`config.mk`:
```
export PLATFORM = sky130hd
export DESIGN_NAME = sort_engine_flat
export DESIGN_NICKNAME = d
export VERILOG_FILES = /design/src/rtl/sort_pkg.sv /design/src/rtl/sort_engine_if.sv /design/src/rtl/sort_wr_channel.sv /design/src/rtl/sort_engine.sv /design/src/flat_wrapper.sv
export SDC_FILE = /design/constraint.sdc
export NUM_CORES = 1
export LEC_CHECK = 0
export ABC_CLOCK_PERIOD_IN_PS = 4120
export BUFFER_PORTS_ARGS = -buffer_cell sky130_fd_sc_hd__clkbuf_2
export CAP_MARGIN = 20
export CORE_UTILIZATION = 50
export CTS_CLUSTER_SIZE = 24
export DETAILED_ROUTE_END_ITERATION = 7
export PLACE_DENSITY = 0.67
export SLEW_MARGIN = 20
export SYNTH_ARGS = -nofsm -noshare
export SYNTH_HDL_FRONTEND = slang
export SYNTH_SLANG_ARGS = --single-unit
```
`constraint.sdc`:
```
create_clock -name clk -period 4.12 [get_ports clk]
set_input_delay 0 -clock clk [delete_from_list [all_inputs] [get_ports clk]]
set_output_delay 0 -clock clk [all_outputs]
set_load 0.005 [all_outputs]
```
`src/rtl/sort_pkg.sv`:
```
// sort_pkg: shared types and helpers for the sort_engine block.
//   state_t          - engine FSM state encoding
//   RESP_OKAY        - response code meaning success (all zero)
//   STAT_WDTH        - width of the optional SORT_STATS_EN counters
//   MAX_DATA_WDTH    - widest element the compare helper supports
//   cmp_out_of_order - true when element a must move past element b
package sort_pkg;

  typedef enum logic [2:0] {
    S_IDLE,
    S_RD_KEY,
    S_RD_CMP,
    S_COMPARE,
    S_WR_SHIFT,
    S_WR_KEY,
    S_NEXT_I,
    S_DONE
  } state_t;

  localparam int RESP_OKAY     = 0;
  localparam int STAT_WDTH     = 16;
  localparam int MAX_DATA_WDTH = 64;

  // Operands arrive already extended by one bit beyond MAX_DATA_WDTH
  // (sign- or zero-extended by the caller to match signed_cmp).
  function automatic logic cmp_out_of_order(input logic [MAX_DATA_WDTH:0] a,
                                            input logic [MAX_DATA_WDTH:0] b,
                                            input logic descending,
                                            input logic signed_cmp);
    logic lt, gt;
    if (signed_cmp) begin
      lt = $signed(a) < $signed(b);
      gt = $signed(a) > $signed(b);
    end else begin
      lt = a < b;
      gt = a > b;
    end
    return descending ? lt : gt;
  endfunction

endpackage

```
`src/rtl/sort_engine_if.sv`:
```
// sort_engine_if: single-beat AXI-lite-style memory port.
//   AR/R : read address / read data + response
//   AW/W/B : write address / write data / write response
//   master modport = sort engine, slave modport = memory.
interface sort_engine_if #(
  parameter int ADDR_WDTH = 4,
  parameter int DATA_WDTH = 32,
  parameter int RESP_WDTH = 1
);
  logic [ADDR_WDTH-1:0] ar_address;
  logic                 ar_valid;
  logic                 ar_ready;
  logic [DATA_WDTH-1:0] r_data;
  logic [RESP_WDTH-1:0] r_resp;
  logic                 r_valid;
  logic                 r_ready;
  logic [ADDR_WDTH-1:0] aw_address;
  logic                 aw_valid;
  logic                 aw_ready;
  logic [DATA_WDTH-1:0] w_data;
  logic                 w_valid;
  logic                 w_ready;
  logic [RESP_WDTH-1:0] b_resp;
  logic                 b_valid;
  logic                 b_ready;

  modport master (
    output ar_address, ar_valid, input ar_ready,
    input  r_data, r_resp, r_valid, output r_ready,
    output aw_address, aw_valid, input aw_ready,
    output w_data, w_valid, input w_ready,
    input  b_resp, b_valid, output b_ready
  );

  modport slave (
    input  ar_address, ar_valid, output ar_ready,
    output r_data, r_resp, r_valid, input r_ready,
    input  aw_address, aw_valid, output aw_ready,
    input  w_data, w_valid, output w_ready,
    output b_resp, b_valid, input b_ready
  );
endinterface

```
`src/rtl/sort_wr_channel.sv`:
```
// sort_wr_channel: performs one AW/W/B write transaction per start pulse.
//   start/addr/data : launch request (addr/data sampled with start)
//   done/resp       : combinational on the B handshake cycle
//   aw_*, w_*, b_*  : bus write channels
// AW and W rise together and drop independently on their own ready;
// b_ready rises only once both have handshaken.
module sort_wr_channel #(
  parameter int ADDR_WDTH = 4,
  parameter int DATA_WDTH = 32,
  parameter int RESP_WDTH = 1
) (
  input  logic                 clk,
  input  logic                 rst_n,
  input  logic                 start,
  input  logic [ADDR_WDTH-1:0] addr,
  input  logic [DATA_WDTH-1:0] data,
  output logic                 done,
  output logic [RESP_WDTH-1:0] resp,
  output logic [ADDR_WDTH-1:0] aw_address,
  output logic                 aw_valid,
  input  logic                 aw_ready,
  output logic [DATA_WDTH-1:0] w_data,
  output logic                 w_valid,
  input  logic                 w_ready,
  input  logic [RESP_WDTH-1:0] b_resp,
  input  logic                 b_valid,
  output logic                 b_ready
);
  logic aw_ok, w_ok, pend;
  logic aw_hs, w_hs, b_hs;

  assign aw_hs = aw_valid & aw_ready;
  assign w_hs  = w_valid & w_ready;
  assign b_hs  = b_valid & b_ready;
  assign done  = b_hs;
  assign resp  = b_resp;

  always_ff @(posedge clk) begin
    if (!rst_n) begin
      aw_address <= '0;
      aw_valid   <= 1'b0;
      w_data     <= '0;
      w_valid    <= 1'b0;
      b_ready    <= 1'b0;
      aw_ok      <= 1'b0;
      w_ok       <= 1'b0;
      pend       <= 1'b0;
    end else if (start) begin
      aw_address <= addr;
      w_data     <= data;
      aw_valid   <= 1'b1;
      w_valid    <= 1'b1;
      aw_ok      <= 1'b0;
      w_ok       <= 1'b0;
      pend       <= 1'b1;
    end else begin
      if (aw_hs) begin
        aw_valid <= 1'b0;
        aw_ok    <= 1'b1;
      end
      if (w_hs) begin
        w_valid <= 1'b0;
        w_ok    <= 1'b1;
      end
      if (pend && !b_ready && (aw_ok || aw_hs) && (w_ok || w_hs))
        b_ready <= 1'b1;
      if (b_hs) begin
        b_ready <= 1'b0;
        pend    <= 1'b0;
      end
    end
  end
endmodule

```
`src/rtl/sort_engine.sv`:
```
// sort_engine: in-place insertion sort over a memory port.
//   clk, rst_n   : clock, synchronous active-low reset
//   start        : request (accepted only while idle)
//   arr_size     : element count, base_addr : word address of element 0
//   descending   : sort direction, signed_cmp : two's-complement compare
//   busy/done/err: status (done is a one-cycle pulse, err is sticky)
//   bus          : sort_engine_if master (AR/R/AW/W/B)
// Optional macro SORT_STATS_EN adds saturating rd_count/wr_count outputs.
//
// state      | meaning
// S_IDLE     | waiting for start
// S_RD_KEY   | read A[i] into key
// S_RD_CMP   | read A[j] into cmp
// S_COMPARE  | decide shift / place key / already in place
// S_WR_SHIFT | write cmp to A[j+1], step j down
// S_WR_KEY   | write key to A[j+1]
// S_NEXT_I   | advance i or finish
// S_DONE     | one-cycle completion pulse
module sort_engine
  import sort_pkg::*;
#(
  parameter int ADDR_WDTH = 4,
  parameter int DATA_WDTH = 32,
  parameter int RESP_WDTH = 1
) (
  input  logic                 clk,
  input  logic                 rst_n,
  input  logic                 start,
  input  logic [ADDR_WDTH:0]   arr_size,
  input  logic [ADDR_WDTH-1:0] base_addr,
  input  logic                 descending,
  input  logic                 signed_cmp,
  output logic                 busy,
  output logic                 done,
  output logic                 err,
`ifdef SORT_STATS_EN
  output logic [STAT_WDTH-1:0] rd_count,
  output logic [STAT_WDTH-1:0] wr_count,
`endif
  sort_engine_if.master        bus
);
  localparam int JW = ADDR_WDTH + 2;
  localparam logic signed [JW-1:0] J_ONE = JW'(1);
  localparam logic [ADDR_WDTH:0]   I_ONE = (ADDR_WDTH + 1)'(1);

  state_t state, state_nxt;

  logic [ADDR_WDTH:0]     size_q, i, i_inc;
  logic [ADDR_WDTH-1:0]   base_q;
  logic                   desc_q, signed_q;
  logic signed [JW-1:0]   j, jp1, jm1, i_s;
  logic [DATA_WDTH-1:0]   key_q, cmp_q;
  logic                   rd_addr_done, wr_issued;
  logic                   r_hs, r_bad, rd_active;
  logic                   wr_start, wr_done, wr_bad;
  logic [ADDR_WDTH-1:0]   wr_addr, wr_aw_address;
  logic [DATA_WDTH-1:0]   wr_data, wr_w_data;
  logic [RESP_WDTH-1:0]   wr_resp;
  logic                   wr_aw_valid, wr_w_valid, wr_b_ready;
  logic [MAX_DATA_WDTH:0] cmp_ext, key_ext;
  logic                   out_of_order;

  assign i_s   = $signed({1'b0, i});
  assign jp1   = j + J_ONE;
  assign jm1   = j - J_ONE;
  assign i_inc = i + I_ONE;

  // Widen both operands to a common signed width so one helper covers
  // every DATA_WDTH; the extension bit follows the latched signedness.
  assign cmp_ext = {{(MAX_DATA_WDTH + 1 - DATA_WDTH){signed_q & cmp_q[DATA_WDTH-1]}}, cmp_q};
  assign key_ext = {{(MAX_DATA_WDTH + 1 - DATA_WDTH){signed_q & key_q[DATA_WDTH-1]}}, key_q};
  assign out_of_order = cmp_out_of_order(cmp_ext, key_ext, desc_q, signed_q);

  assign busy = (state != S_IDLE) && (state != S_DONE);
  assign done = (state == S_DONE);

  // Read channel: address held stable (i/j frozen in the read states).
  assign rd_active      = ((state == S_RD_KEY) && (size_q > I_ONE)) || (state == S_RD_CMP);
  assign bus.ar_valid   = rd_active && !rd_addr_done;
  assign bus.r_ready    = rd_addr_done;
  assign bus.ar_address = (state == S_RD_CMP) ? base_q + j[ADDR_WDTH-1:0] :
                          (state == S_RD_KEY) ? base_q + i[ADDR_WDTH-1:0] : '0;
  assign r_hs  = bus.r_valid && bus.r_ready;
  assign r_bad = bus.r_resp != RESP_WDTH'(RESP_OKAY);

  assign wr_start = ((state == S_WR_SHIFT) || (state == S_WR_KEY)) && !wr_issued;
  assign wr_addr  = base_q + jp1[ADDR_WDTH-1:0];
  assign wr_data  = (state == S_WR_SHIFT) ? cmp_q : key_q;
  assign wr_bad   = wr_resp != RESP_WDTH'(RESP_OKAY);

  sort_wr_channel #(
    .ADDR_WDTH(ADDR_WDTH),
    .DATA_WDTH(DATA_WDTH),
    .RESP_WDTH(RESP_WDTH)
  ) u_wr (
    .clk       (clk),
    .rst_n     (rst_n),
    .start     (wr_start),
    .addr      (wr_addr),
    .data      (wr_data),
    .done      (wr_done),
    .resp      (wr_resp),
    .aw_address(wr_aw_address),
    .aw_valid  (wr_aw_valid),
    .aw_ready  (bus.aw_ready),
    .w_data    (wr_w_data),
    .w_valid   (wr_w_valid),
    .w_ready   (bus.w_ready),
    .b_resp    (bus.b_resp),
    .b_valid   (bus.b_valid),
    .b_ready   (wr_b_ready)
  );

  assign bus.aw_address = wr_aw_address;
  assign bus.aw_valid   = wr_aw_valid;
  assign bus.w_data     = wr_w_data;
  assign bus.w_valid    = wr_w_valid;
  assign bus.b_ready    = wr_b_ready;

  always_ff @(posedge clk) begin
    if (!rst_n) state <= S_IDLE;
    else        state <= state_nxt;
  end

  always_comb begin
    state_nxt = state;
    case (state)
      S_IDLE:     if (start) state_nxt = S_RD_KEY;
      S_RD_KEY: begin
        if (size_q <= I_ONE) state_nxt = S_DONE;
        else if (r_hs)       state_nxt = r_bad ? S_DONE : S_RD_CMP;
      end
      S_RD_CMP:   if (r_hs) state_nxt = r_bad ? S_DONE : S_COMPARE;
      S_COMPARE: begin
        if (out_of_order)    state_nxt = S_WR_SHIFT;
        else if (jp1 != i_s) state_nxt = S_WR_KEY;
        else                 state_nxt = S_NEXT_I;
      end
      S_WR_SHIFT: if (wr_done) state_nxt = wr_bad ? S_DONE : (jm1[JW-1] ? S_WR_KEY : S_RD_CMP);
      S_WR_KEY:   if (wr_done) state_nxt = wr_bad ? S_DONE : S_NEXT_I;
      S_NEXT_I:   state_nxt = (i_inc < size_q) ? S_RD_KEY : S_DONE;
      S_DONE:     state_nxt = S_IDLE;
      default:    state_nxt = S_IDLE;
    endcase
  end

  always_ff @(posedge clk) begin
    if (!rst_n) begin
      size_q       <= '0;
      base_q       <= '0;
      desc_q       <= 1'b0;
      signed_q     <= 1'b0;
      i            <= '0;
      j            <= '0;
      key_q        <= '0;
      cmp_q        <= '0;
      err          <= 1'b0;
      rd_addr_done <= 1'b0;
      wr_issued    <= 1'b0;
    end else begin
      if (bus.ar_valid && bus.ar_ready) rd_addr_done <= 1'b1;
      if (r_hs)                         rd_addr_done <= 1'b0;
      if (wr_start)                     wr_issued    <= 1'b1;
      if (wr_done)                      wr_issued    <= 1'b0;
      if ((r_hs && r_bad) || (wr_done && wr_bad)) err <= 1'b1;
      case (state)
        S_IDLE: if (start) begin
          size_q   <= arr_size;
          base_q   <= base_addr;
          desc_q   <= descending;
          signed_q <= signed_cmp;
          err      <= 1'b0;
          i        <= I_ONE;
        end
        S_RD_KEY: if (r_hs && !r_bad) begin
          key_q <= bus.r_data;
          j     <= i_s - J_ONE;
        end
        S_RD_CMP:   if (r_hs && !r_bad) cmp_q <= bus.r_data;
        S_WR_SHIFT: if (wr_done && !wr_bad) j <= jm1;
        S_NEXT_I:   i <= i_inc;
        default: ;
      endcase
    end
  end

`ifdef SORT_STATS_EN
  always_ff @(posedge clk) begin
    if (!rst_n) begin
      rd_count <= '0;
      wr_count <= '0;
    end else if (state == S_IDLE && start) begin
      rd_count <= '0;
      wr_count <= '0;
    end else begin
      if (r_hs && rd_count != '1)    rd_count <= rd_count + STAT_WDTH'(1);
      if (wr_done && wr_count != '1) wr_count <= wr_count + STAT_WDTH'(1);
    end
  end
`endif
endmodule
```
`src/flat_wrapper.sv`:
```
// flat-port wrapper written by rule: the top's interface ports become plain ports
module sort_engine_flat import sort_pkg::*;
#(
  parameter int ADDR_WDTH = 4,
  parameter int DATA_WDTH = 32,
  parameter int RESP_WDTH = 1
)
  (clk, rst_n, start, arr_size, base_addr, descending, signed_cmp, busy, done, err, bus_ar_address, bus_ar_valid, bus_ar_ready, bus_r_data, bus_r_resp, bus_r_valid, bus_r_ready, bus_aw_address, bus_aw_valid, bus_aw_ready, bus_w_data, bus_w_valid, bus_w_ready, bus_b_resp, bus_b_valid, bus_b_ready);
  sort_engine_if #(.ADDR_WDTH(ADDR_WDTH), .DATA_WDTH(DATA_WDTH), .RESP_WDTH(RESP_WDTH)) bus_i ();
  input  logic clk;
  input  logic rst_n;
  input  logic start;
  input  logic [ADDR_WDTH:0] arr_size;
  input  logic [ADDR_WDTH-1:0] base_addr;
  input  logic descending;
  input  logic signed_cmp;
  output logic busy;
  output logic done;
  output logic err;
  output wire logic [$bits(bus_i.ar_address)-1:0] bus_ar_address;
  output wire logic [$bits(bus_i.ar_valid)-1:0] bus_ar_valid;
  input wire logic [$bits(bus_i.ar_ready)-1:0] bus_ar_ready;
  input wire logic [$bits(bus_i.r_data)-1:0] bus_r_data;
  input wire logic [$bits(bus_i.r_resp)-1:0] bus_r_resp;
  input wire logic [$bits(bus_i.r_valid)-1:0] bus_r_valid;
  output wire logic [$bits(bus_i.r_ready)-1:0] bus_r_ready;
  output wire logic [$bits(bus_i.aw_address)-1:0] bus_aw_address;
  output wire logic [$bits(bus_i.aw_valid)-1:0] bus_aw_valid;
  input wire logic [$bits(bus_i.aw_ready)-1:0] bus_aw_ready;
  output wire logic [$bits(bus_i.w_data)-1:0] bus_w_data;
  output wire logic [$bits(bus_i.w_valid)-1:0] bus_w_valid;
  input wire logic [$bits(bus_i.w_ready)-1:0] bus_w_ready;
  input wire logic [$bits(bus_i.b_resp)-1:0] bus_b_resp;
  input wire logic [$bits(bus_i.b_valid)-1:0] bus_b_valid;
  output wire logic [$bits(bus_i.b_ready)-1:0] bus_b_ready;
  assign bus_ar_address = bus_i.ar_address;
  assign bus_ar_valid = bus_i.ar_valid;
  assign bus_i.ar_ready = bus_ar_ready;
  assign bus_i.r_data = bus_r_data;
  assign bus_i.r_resp = bus_r_resp;
  assign bus_i.r_valid = bus_r_valid;
  assign bus_r_ready = bus_i.r_ready;
  assign bus_aw_address = bus_i.aw_address;
  assign bus_aw_valid = bus_i.aw_valid;
  assign bus_i.aw_ready = bus_aw_ready;
  assign bus_w_data = bus_i.w_data;
  assign bus_w_valid = bus_i.w_valid;
  assign bus_i.w_ready = bus_w_ready;
  assign bus_i.b_resp = bus_b_resp;
  assign bus_i.b_valid = bus_b_valid;
  assign bus_b_ready = bus_i.b_ready;
  sort_engine #(.ADDR_WDTH(ADDR_WDTH), .DATA_WDTH(DATA_WDTH), .RESP_WDTH(RESP_WDTH)) u_core (.clk(clk), .rst_n(rst_n), .start(start), .arr_size(arr_size), .base_addr(base_addr), .descending(descending), .signed_cmp(signed_cmp), .busy(busy), .done(done), .err(err), .bus(bus_i));
endmodule
```
==> impl_metrics.json <==
{
  "outcome": "finished clean",
  "clock_sinks": 134,
  "multiInputGateArea_um2": 4090,
  "powerDensity_nw_per_um2": 513,
  "cts_resized": 0,
  "ir_drop_mv": 0.389,
  "ant_nets": 0,
  "synth_edf_count": 0,
  "final_cell_mix": "nand2_1, dfxtp_1, clkbuf_2",
  "clkSlewWorstSetupHoldPaths_ns": 0.06,
  "cp_data_required_time_ns": 4.43,
  "path_cells": "nand2_1, nor3_4, a21oi_1, a211oi_1, nor2b_1",
  "postSynthAreaPerCell_um2": 8.24,
  "postSynthCellCount": 869,
  "place_area_um2": 7750,
  "synth_warnings": 0,
  "slew_headroom_pct": 46.9,
  "timing_worst_setup_path_type": "flop to flop",
  "fin_area_um2": 8860,
  "max_cap_viol_count": 0,
  "yosys_register_bits": 134,
  "clock.fmax_ghz": 0.412,
  "power_leakage_nw": 3.90,
  "worst_pin_slew_ns": 0.793,
  "grt.overflow.total": 0,
  "synthMuxAreaShare_pct": 0.839,
  "die_w_um": 122,
  "dp_hpwl_mm": 11.1,
  "fin_setup_tns_ns": 0,
  "synth_top_family_by_area": "compound AO/OA/AOI/OAI gates",
  "antenna_found_initial": 0,
  "async_reset_ff_share_pct": 0,
  "crit_slowest_cell": "nor3_4",
  "fin_crit_ns": 2.43,
  "vias_per_cell": 5.36,
  "grt_pass1_wl_mm": 27.8,
  "hold_violations": 0,
  "mostFrequentLayoutCell": "nand2_1",
  "setup_viol": 0,
  "hold_class": "primary input to flop",
  "coreArea_um2": 13900,
  "place.gp.congestion": 0.911,
  "drt_iter0_markers": 321,
  "seq_area_frac_synth_pct": 37.5,
  "fin_ws_ns": 1.69,
  "finalCritPeriodShare_pct": 58.9,
  "vias": 6328,
  "cts-root-buf": "clkbuf_16",
  "numCtsBuffers": 17,
  "antenna_cells": 0,
  "layout-drive-gt1-share_pct": 15.5,
  "synth_xor_area_share_pct": 2.33,
  "dr.pass1.iters": 5,
  "drt_wl_total_mm": 17.0,
  "end_kind": "flop",
  "synth_ff_type": "dfxtp_1",
  "nets": 1093,
  "io_buffers": 100,
  "syn_area_um2": 7160,
  "ff_latch_area_um2": 2680,
  "pre_cts_ws_ns": 1.70,
  "wire_per_inst_um": 14.4,
  "synth_nets": 975,
  "ys_types": 58,
  "grt.met1_usage_pct": 32.2,
  "yosys.area_share.simple_pct": 18.7,
  "finClkSkew_ns": 0.00912,
  "use_met2_pct": 38.4,
  "rsz0062_at_grt": "false",
  "synth_compound_area_share_pct": 25.3,
  "cts_tree": "yes",
  "grt_usage_pct": 24.0,
  "grt_busiest_layer": "met2",
  "maxSlewViolCount": 0,
  "first_global_vias": 5667,
  "die_h_um": 122,
  "syn2layout_area_growth_pct": 23.7,
  "cp_max_fo": 17,
  "initial_utilization_pct": 51.4,
  "io_pins": 101,
  "grt_max_degree": 80,
  "worstPathArrival_ns": 2.74,
  "fill_cells": 1280,
  "critPathMaxStageDelay_ns": 0.74,
  "placementRows": 43,
  "drc_errors": 0,
  "worst_setup_path_start_kind": "flop",
  "synth_fa_ha_area_share_pct": 9.58,
  "grtUsageMet3_pct": 4.78,
  "die_area_um2": 14800,
  "htreeDepth": 4,
  "cts_max_path_buffers": 2,
  "clock_latency_ns": 0.43
}
[flip-flops by register name, indices dropped and copies added (netlist names)]
signal and count:
u_core.key_q 32, u_core.cmp_q 32, u_core.err 1, u_core.u_wr.aw_ok 1, u_core.desc_q 1, u_core.u_wr.b_ready 1, u_core.j 6, u_core.u_wr.pend 1
u_core.u_wr.w_valid 1, u_core.state 3, u_core.bus.r_ready 1, u_core.u_wr.aw_valid 1, u_core.u_wr.w_data 32, u_core.size_q 5, u_core.base_q 4, u_core.wr_issued 1
u_core.u_wr.w_ok 1, u_core.signed_q 1, u_core.u_wr.aw_address 4, u_core.i 5
[where the power goes]
part	switching, mW	total [mW]	leakage, nW	internal [mW]
logic	0.715	1.29	2.52	0.575
registers	0.177	1.69	1.08	1.52
clock network	0.579	1.56	0.293	0.982
[area by class of cell]
class | count | share of cell area [%]
Sequential cell | 134 | 30.3
Clock buffer | 20 | 5.16
Multi-Input combinational cell | 628 | 46.2
Timing Repair Buffer | 157 | 12.1
Tap cell | 180 | 2.54
Inverter | 49 | 2.08
Clock inverter | 12 | 1.70
[cells in the mapped netlist, types with 8 or more instances]
cell | n | area share, %
xnor2_1 | 12 | 1.5
o21ai_0 | 15 | 1.0
nor2_1 | 20 | 1.0
dfxtp_1 | 134 | 37
buf_2 | 8 | 0.56
o211a_1 | 36 | 5.0
o21ai_1 | 8 | 0.56
nand3_1 | 15 | 1.0
a21boi_0 | 15 | 1.6
clkbuf_1 | 49 | 2.6
a21oi_1 | 31 | 2.2
inv_1 | 49 | 2.6
nand2_1 | 217 | 11
a21boi_1 | 70 | 7.3
o211ai_1 | 34 | 3.6
nor2b_1 | 9 | 0.79
ha_1 | 50 | 8.7
[path summary, 6_finish.rpt]
| check | start | end | slack (ns) | cells past startpoint |
|---|---|---|---|---|
| hold reg to reg | u_core.key_q[24]$_SDFFE_PN0P_ | u_core.key_q[24]$_SDFFE_PN0P_ | 0.45 | 2 |
| setup / recovery | u_core.state[0]$_SDFFE_PN0P_ | u_core.j[0]$_SDFFE_PN0P_ | 1.69 | 5 |
| hold / removal | bus_b_resp | u_core.state[0]$_SDFFE_PN0P_ | 0.08 | 5 |
| setup reg to reg | u_core.state[0]$_SDFFE_PN0P_ | u_core.j[0]$_SDFFE_PN0P_ | 1.69 | 5 |
[routing by layer]
layer / wire length (um) / up-vias
li1: - / 3244
met1: 8360 / 2920
met2: 7760 / 145
met3: 657 / 19
met4: 226 / 0
met5: 0 / -
[timing repair]
action	4_1_cts	5_1_grt
hold endpoints to repair	81	0
buffers inserted	0	0
hold buffers	50	0
[logic make-up (layout without fill, tap and decap cells)]
kind of cell             count (synthesis)  after routing
AND/OR/NAND/NOR                        305            305
AO/OA/AOI/OAI                          245            245
buffers and inverters                  107            238
adder cells (fa/ha/maj)                 53             53
flip-flops                             134            134
multiplexers                             6              6
XOR/XNOR                                19             19
[stage by stage]
stage	total power [mW]	hold WS [ns]	instances	util, %
2_1_floorplan	2.53	0.135	869	-
3_3_place_gp	2.97	0.238	1098	55.6
3_5_place_dp	2.97	0.244	1098	55.6
4_1_cts	4.57	0.0510	1180	63.6
5_1_grt	4.80	0.106	1180	63.6
6_report	4.54	0.0843	1180	63.6
[critical path, delay by kind of cell (launching register included)]
| family | cells | cell delay, ns |
|---|---|---|
| AOI/OAI and AO/OA | 2 | 0.53 |
| and+or+nand+nor | 3 | 1.15 |
| DFF | 1 | 0.63 |
(Power assumes the default switching activity.)
